## config.mk

```make
export PLATFORM = sky130hd
export DESIGN_NAME = message_receive
export DESIGN_NICKNAME = d
export VERILOG_FILES = /design/src/rtl/message_pkg.sv /design/src/rtl/message_receive_bit_sync.sv /design/src/rtl/message_receive.sv
export SDC_FILE = /design/constraint.sdc
export NUM_CORES = 1
export LEC_CHECK = 0
export ABC_AREA = 1
export ABC_CLOCK_PERIOD_IN_PS = 3200
export CORE_ASPECT_RATIO = 0.8
export CORE_MARGIN = 10
export CORE_UTILIZATION = 50
export DETAILED_ROUTE_END_ITERATION = 10
export PLACE_DENSITY = 0.72
export SYNTH_ARGS = -nofsm -noshare
export SYNTH_HDL_FRONTEND = slang
export SYNTH_HIERARCHICAL = 1
export SYNTH_SLANG_ARGS = --single-unit
```

## constraint.sdc

```tcl
create_clock -name clk -period 3.2 [get_ports clk]
set_clock_uncertainty 0.05 [all_clocks]
set_input_delay 0.64 -clock clk [delete_from_list [all_inputs] [get_ports clk]]
set_output_delay 0.64 -clock clk [all_outputs]
set_load 0.03 [all_outputs]
```

## src/rtl/message_pkg.sv

```systemverilog
`default_nettype none
// ============================================================================
// message_pkg : shared types and constants for the serial message receiver.
// Revision    : 1.0
// ============================================================================
package message_pkg;

  typedef enum logic [2:0] {
    IDLE   = 3'd0,
    START  = 3'd1,
    DATA   = 3'd2,
    PARITY = 3'd3,
    STOP   = 3'd4
  } rx_state_t;

  localparam int   MSG_W_DEF      = 5;
  localparam int   BIT_CYCLES_DEF = 16;
  localparam logic START_BIT      = 1'b0;
  localparam logic STOP_BIT       = 1'b1;

endpackage
`default_nettype wire

```

## src/rtl/message_receive_bit_sync.sv

```systemverilog
`default_nettype none
// ============================================================================
// bit_sync : two-flop synchronizer; both flops reset to 1 (line idle level).
// Revision : 1.0
// ============================================================================
module bit_sync (
  input  logic clk,
  input  logic reset,
  input  logic i_d,
  output logic o_q
);

  logic r_meta;
  logic r_sync;

  always_ff @(posedge clk or negedge reset) begin
    if (!reset) begin
      r_meta <= 1'b1;
      r_sync <= 1'b1;
    end else begin
      r_meta <= i_d;
      r_sync <= r_meta;
    end
  end

  assign o_q = r_sync;

endmodule
`default_nettype wire

```

## src/rtl/message_receive.sv

```systemverilog
`default_nettype none
// ============================================================================
// message_receive : serial frame receiver (start, MSG_W data LSB-first, stop).
// Optional even-parity bit and parity_err when PARITY_CHECK_EN is defined.
// Revision        : 1.0
// ============================================================================
module message_receive
  import message_pkg::*;
#(
  parameter int BIT_CYCLES = BIT_CYCLES_DEF,
  parameter int MSG_W      = MSG_W_DEF
) (
  input  logic             clk,
  input  logic             reset,
  input  logic             SerIn,
  output logic [MSG_W-1:0] MSG_out,
  output logic             valid,
  output logic             busy,
  output logic             frame_err,
  output logic             parity_err
);

  localparam int CNT_W = $clog2(BIT_CYCLES);
  localparam int IDX_W = (MSG_W > 1) ? $clog2(MSG_W) : 1;
  localparam logic [CNT_W-1:0] HALF_CNT = CNT_W'(BIT_CYCLES / 2 - 1);
  localparam logic [CNT_W-1:0] LAST_CNT = CNT_W'(BIT_CYCLES - 1);
  localparam logic [IDX_W-1:0] LAST_IDX = IDX_W'(MSG_W - 1);

  rx_state_t        r_state;
  rx_state_t        w_next;
  logic [CNT_W-1:0] r_cnt;
  logic [IDX_W-1:0] r_idx;
  logic [MSG_W-1:0] r_shift;
  logic [MSG_W:0]   w_shift_in;
  logic             w_sync;
  logic             r_sync_d;
  logic             w_fall;
  logic             w_tick;

  bit_sync u_sync (
    .clk   (clk),
    .reset (reset),
    .i_d   (SerIn),
    .o_q   (w_sync)
  );

  assign w_fall     = r_sync_d & ~w_sync;
  assign w_shift_in = {w_sync, r_shift};
  assign busy       = (r_state != IDLE);

  always_ff @(posedge clk or negedge reset) begin
    if (!reset) r_state <= IDLE;
    else        r_state <= w_next;
  end

  // START samples at mid start bit; later bits then sample one full period apart.
  always_comb begin
    w_next = r_state;
    w_tick = 1'b0;
    case (r_state)
      IDLE: if (w_fall) w_next = START;
      START: begin
        w_tick = (r_cnt == HALF_CNT);
        if (w_tick) w_next = (w_sync == START_BIT) ? DATA : IDLE;
      end
      DATA: begin
        w_tick = (r_cnt == LAST_CNT);
        if (w_tick && (r_idx == LAST_IDX)) begin
`ifdef PARITY_CHECK_EN
          w_next = PARITY;
`else
          w_next = STOP;
`endif
        end
      end
      PARITY: begin
        w_tick = (r_cnt == LAST_CNT);
        if (w_tick) w_next = STOP;
      end
      STOP: begin
        w_tick = (r_cnt == LAST_CNT);
        if (w_tick) w_next = IDLE;
      end
      default: w_next = IDLE;
    endcase
  end

`ifdef PARITY_CHECK_EN
  logic r_par_err;
`endif

  always_ff @(posedge clk or negedge reset) begin
    if (!reset) begin
      r_cnt     <= '0;
      r_idx     <= '0;
      r_shift   <= '0;
      r_sync_d  <= 1'b1;
      MSG_out   <= '0;
      valid     <= 1'b0;
      frame_err <= 1'b0;
`ifdef PARITY_CHECK_EN
      r_par_err  <= 1'b0;
      parity_err <= 1'b0;
`endif
    end else begin
      r_sync_d  <= w_sync;
      valid     <= 1'b0;
      frame_err <= 1'b0;
`ifdef PARITY_CHECK_EN
      parity_err <= 1'b0;
`endif
      if ((r_state == IDLE) || w_tick) r_cnt <= '0;
      else                             r_cnt <= r_cnt + 1'b1;

      case (r_state)
        IDLE: begin
          r_idx <= '0;
`ifdef PARITY_CHECK_EN
          r_par_err <= 1'b0;
`endif
        end
        DATA: if (w_tick) begin
          r_shift <= w_shift_in[MSG_W:1];
          r_idx   <= r_idx + 1'b1;
        end
`ifdef PARITY_CHECK_EN
        PARITY: if (w_tick) r_par_err <= (^r_shift) ^ w_sync;
`endif
        STOP: if (w_tick) begin
          if (w_sync != STOP_BIT) begin
            frame_err <= 1'b1;
`ifdef PARITY_CHECK_EN
          end else if (r_par_err) begin
            parity_err <= 1'b1;
`endif
          end else begin
            MSG_out <= r_shift;
            valid   <= 1'b1;
          end
        end
        default: ;
      endcase
    end
  end

`ifndef PARITY_CHECK_EN
  assign parity_err = 1'b0;
`endif

endmodule
`default_nettype wire

```

# Yosys cells after proc, flatten, opt, wreduce, memory -nomap -nowiden
# Index checks and enable logic that the tools add are counted.
# Widths: inputs -> output; s select.
[totals]
romBits = 0
ram_bits = 0
n_memories = 0
ff_bits = 25
input_bits = 3
latch_bits = 0
[classes]
n_lt_le_gt_ge = 0
n_mul = 0
muxes = 17
n_eq_ne = 13
add_sub_neg = 2
n_div = 0
n_shift = 0
reduce_logical = 10
n_bitwise = 2
[ops]
columns = ["op", "n"]
rows = [
  ["$mux 3", 6],
  ["$pmux 3 s5", 1],
  ["$ne 2x2->1 const B", 6],
  ["$eq 3x2->1 const B", 2],
  ["$eq 3x3->1 const B", 2],
  ["$mux 1", 6],
  ["$pmux 3 s2", 1],
  ["$reduce_and 5->1", 1],
  ["$add 4x1->4 const B", 1],
  ["$eq 4x3->1 const B", 1],
  ["$eq 4x4->1 const B", 1],
  ["$mux 4", 1],
  ["$reduce_and 2->1", 2],
  ["$add 3x1->3 const B", 1],
  ["$eq 3x1->1 const B", 1],
  ["$logic_not 3->1", 1],
  ["$reduce_and 3->1", 1],
  ["$reduce_bool 3->1", 1],
  ["$reduce_or 3->1", 1],
  ["$mux 2", 1],
  ["$pmux 1 s2", 1],
  ["$reduce_bool 2->1", 1],
  ["$and 1x1->1", 1],
  ["$logic_and 1x1->1", 1],
  ["2 further kinds", 2],
]

# Longest topological paths before layout
[logic_depth]
word_depth = 5
ltp_mapped = 9

# Hierarchy
# Netlist, hierarchy kept.
[modules_own_cells]
columns = ["mod", "area_per_inst_um2", "n_inst", "seq_area_each_um2", "cells_each"]
rows = [
  ["message_receive", 1098.6, 1, 576.8, 125],
  ["bit_sync", 52.6, 1, 52.6, 2],
]

# Least setup slack after synthesis
# Ideal clock, no wire load.
[synth_timing]
path_kind = "register -> output"
start = "register r_state[0]"
end = "output port busy"
path_buffers = 0
t_arrival_ns = 0.718
required_ns = 2.510
path_stages_with_launch = 3
slack_ns = 1.792
cell_sequence = "dfrtp_1 > nor2_2 > nand2_2"
[synth_via]
elab_chain_cells = 1
[synth_lines]
columns = ["element", "line", "rtl"]
rows = [
  ["start, declared", "message_receive.sv:29", "rx_state_t r_state;"],
  ["start signal, assigned", "message_receive.sv:53", "else r_state <= w_next;"],
  ["$reduce_bool 3->1", "message_receive.sv:49", "assign busy = (r_state != IDLE);"],
  ["end, declared", "message_receive.sv:18", "output logic busy,"],
]
# Every way passes these cells.

# Worst setup path in the final report
# Ends and elaborated chain as after synthesis.

==> results.env <==
FINALCRITPERIODSHARE=0.759
CLKLATENCYLATEPIN_NS=0.32
DRT_ITER0_MARKERS=51
CP_DATA_ARRIVAL_TIME_NS=1.74
REPORT.FINAL.SETUP_VIOL=0
SYN_NETS=133
CTS-HOLD-FIX-BUFFERS=0
CLKSLEWWORSTSETUPHOLDPATHS_NS=0.14
SYNTH_ENABLE_FLOP_CELLS=0
LAYOUT.NETS=146
SETUP_REPAIR_AFTER_GLOBAL_ROUTING_MISSED_ITS_MARGIN='no'
NETLIST-CELL-TYPE-COUNT=22
DESIGN_AREA_UM2=1300
SYNTHESIS.AREA_PER_INSTANCE_UM2=9.06
HP-CLASS='register to register'
MOST_FREQUENTLY_USED_FLOP_MASTER_AFTER_SYNTHESIS='sky130_fd_sc_hd__dfrtp_1'
NUMPORTBUFFERS=10
P_SW_FRAC=0.396
VIA_PER_INST=5.18
VIA_COUNT=849
GRT_PASS1_WL_UM=3750
WORST-SLEW-PIN-TRANSITION_NS=0.514
ACHIEVABLE-FREQUENCY_GHz=0.412
FF2FF_PATH_DEPTH=8
DETAILEDPLACEMENTHPWL_UM=1550
CTS.REPAIR_TIMING.SETUP_BUFFER_COUNT=0
LAYOUT-DRIVE-GT1-SHARE=0.137
RUN_STATUS='completed'
TIMING.SLEW.HEADROOM=0.657
MAX_CAP_VIOLATIONS=0
TIMING.CRITICAL_PATH.REQUIRED_NS=2.51
FINALWEIGHTEDCONGESTION=0.878
PRECTSSETUPSLACK_NS=1.15
CTS_MAX_PATH_BUFFERS=2
SYNTH.TOP_CELLS.BY_AREA='sky130_fd_sc_hd__dfrtp_1 (48%), sky130_fd_sc_hd__nand2_1 (11%), sky130_fd_sc_hd__dfstp_2 (6.8%)'
POST_CTS_RESIZE_COUNT=0
POWER_LEAKAGE_nW=0.685
CHIPWIDTH_UM=73.6
WORSTSETUPSTARTPOINTTYPE='register'
MOST_NUMEROUS_CELL_TYPES_IN_THE_SYNTHESIZED_NETLIST='sky130_fd_sc_hd__nand2_1 (35), sky130_fd_sc_hd__dfrtp_1 (22), sky130_fd_sc_hd__nand3_1 (15)'
CLOCK_POWER_SHARE=0.178
SETUP-TNS-FINAL_NS=0
CTS_INSERTED_BUFFERS=3
CORE-AREA_UM2=2180
GRTUSAGETOTAL=0.0964
IO_PINS=12
SYNTH_WARNINGS=6
CLK_ROOT_BUFFER_CELL='sky130_fd_sc_hd__clkbuf_4'
DETAIL_ROUTE.WIRELENGTH_UM=2090
NUMBER_OF_GLOBAL_ROUTE_VIAS_BEFORE_REPAIR=832
DETAILED_ROUTER_ITERATION_COUNT_BEFORE_ANTENNA_REPAIR=4
DIE_H_UM=62.9
SYNTH_LARGEST_TYPE_AREA_FRACTION=0.478
COMBINATIONALPOWERSHARE=0.339
SYN2LAYOUT_AREA_GROWTH_PCT=12.6
TIMING.FINAL.CRIT_PERIOD_NS=2.43
FP-ROW-COUNT=15
ANTENNA_DIODE_COUNT=0
NUMBER_OF_ANTENNA_VIOLATIONS_AT_THE_FIRST_CHECK_IN_GLOBAL_ROUTING=0
SETUP_SLACK_NS=0.773
REPORT.FINAL.HOLD_VIOL_COUNT=0
NUMCLOCKSINKS=25
DPL_CELL_AREA_UM2=1270
WORST_REG2REG_SETUP_SLACK_NS=1.62
SEQ_AREA_FRAC_SYNTH=0.547
SWITCHING_POWER_mW=0.321
REMAINING_DRC_ERRORS=0
PEAK_VDD_IR_mV=0.427
YOSYSMOSTFREQUENTCELL='sky130_fd_sc_hd__nand2_1'
INITIAL_CORE_UTIL=0.529
SYNTH.CELL_AREA_UM2=1150
YOSYSTOPAREACELL='sky130_fd_sc_hd__dfrtp_1'
WL_PER_CELL_UM=12.7
LARGEST_DRIVER_FANOUT_ON_THE_CRITICAL_PATH=8
FILL_CELLS=193
WHS_NS=0.318
WORST_HOLD_PATH.NUM_CELLS=0
GRT_START_MAX_NET_PINS=26
CRIT_PATH_END_KIND='output pin'
DIEAREA_UM2=4630
POWERDENSITY_nW_PER_UM2=625
GRT-OVFL-TOTAL=0
CTSHTREEMAXLEVEL=1
FINAL-MAX-SLEW-VIOLATION-COUNT=0
TRITONCTS='yes'
CELL_INTERNAL_PWR_mW=0.489
TIMING.SETUP.CRITICAL_PATH_CLASS='register to output pin'
SYN_INST=127
POST_DETAILED_ROUTE_COUNT_OF_ANTENNA_VIOLATING_NETS=0
POSTSYNTH.ASYNCRESETSHARE=1.00
SEQUENTIAL_CELL_FRACTION_OF_TOTAL_POWER=0.484
POST_SYNTHESIS_SEQUENTIAL_ELEMENT_COUNT=25
-- cells in the final DEF (no fill, tap or decap), drive strengths merged --
cell           count
dfrtp             22
nor3b              1
ha                 3
xnor2              1
nand3             17
xor2               1
nand2             41
nor2              13
nand4              7
nor3               1
clkdlybuf4s50     10
conb               1
clkbuf             3
clkinvlp           1
inv               10
dfstp              3
o21ai              3
buf                1
-- final cells by class --
class,instances,area [um2],area share
inverter,10,37.5,0.0290
tap,25,31.3,0.0241
timing repair buffer,11,108,0.0830
clock inverter,1,7.51,0.00579
sequential,25,629,0.486
multi-input combinational,89,460,0.355
clock buffer,3,22.5,0.0174
-- critical path, stage by stage, from the launching register on --
cell	delay, ns
sky130_fd_sc_hd__dfrtp_1	0.51
sky130_fd_sc_hd__nor2_2	0.08
sky130_fd_sc_hd__nand2_2	0.14
sky130_fd_sc_hd__clkdlybuf4s50_1	0.70
-- stage by stage --
stage	instances	util	total power, mW
2_1_floorplan	127	-	0.598
3_3_place_gp	160	0.582	0.662
3_5_place_dp	160	0.582	0.672
4_1_cts	164	0.595	0.817
5_1_grt	164	0.595	0.874
6_report	164	0.595	0.811
-- cells by family (layout without fill, tap and decap cells) --
| family | count (synthesis) | after routing | synth area share |
|---|---|---|---|
| other | 1 | 1 | 0.00326 |
| XOR/XNOR | 2 | 2 | 0.0152 |
| adder cells (fa/ha/maj) | 3 | 3 | 0.0326 |
| AO/OA/AOI/OAI | 3 | 3 | 0.0130 |
| buffers and inverters | 13 | 25 | 0.0533 |
| flip-flops | 25 | 25 | 0.547 |
| AND/OR/NAND/NOR | 80 | 80 | 0.336 |
-- power groups by stage --
stage                     sequential, mW  clock, mW  combinational, mW
after global placement             0.394          0              0.268
after global routing               0.399      0.163              0.311
after detailed placement           0.398          0              0.274
after floorplan                    0.389          0              0.209
final                              0.392      0.144              0.275
after CTS                          0.392      0.149              0.276
-- per-layer routing --
layer	routed length, um	track usage	up-vias
li1	-	-	428
met1	1010	0.128	396
met2	917	0.147	23
met3	141	0.0381	2
met4	16	0.0116	0
met5	0	0	-
-- path summary, 6_finish.rpt --
| kind | start | to |
|---|---|---|
| worst max register to register | r_cnt[0] | r_idx[1] |
| max in group asynchronous | reset | u_sync/r_meta |
| min in group asynchronous | reset | r_cnt[2] |
| worst min-delay path | u_sync/r_meta | u_sync/o_q |
| worst max-delay path | r_state[0] | busy |
| worst min register to register | u_sync/r_meta | u_sync/o_q |
-- state kept, by name (all words and copies together) (netlist names) --
signal / cells
MSG_out: 5
r_shift: 5
r_cnt: 4
r_idx: 3
r_state: 3
frame_err: 1
r_sync_d: 1
u_sync/o_q: 1
u_sync/r_meta: 1
valid: 1
No activity file was read; power rests on OpenSTA's default activity.
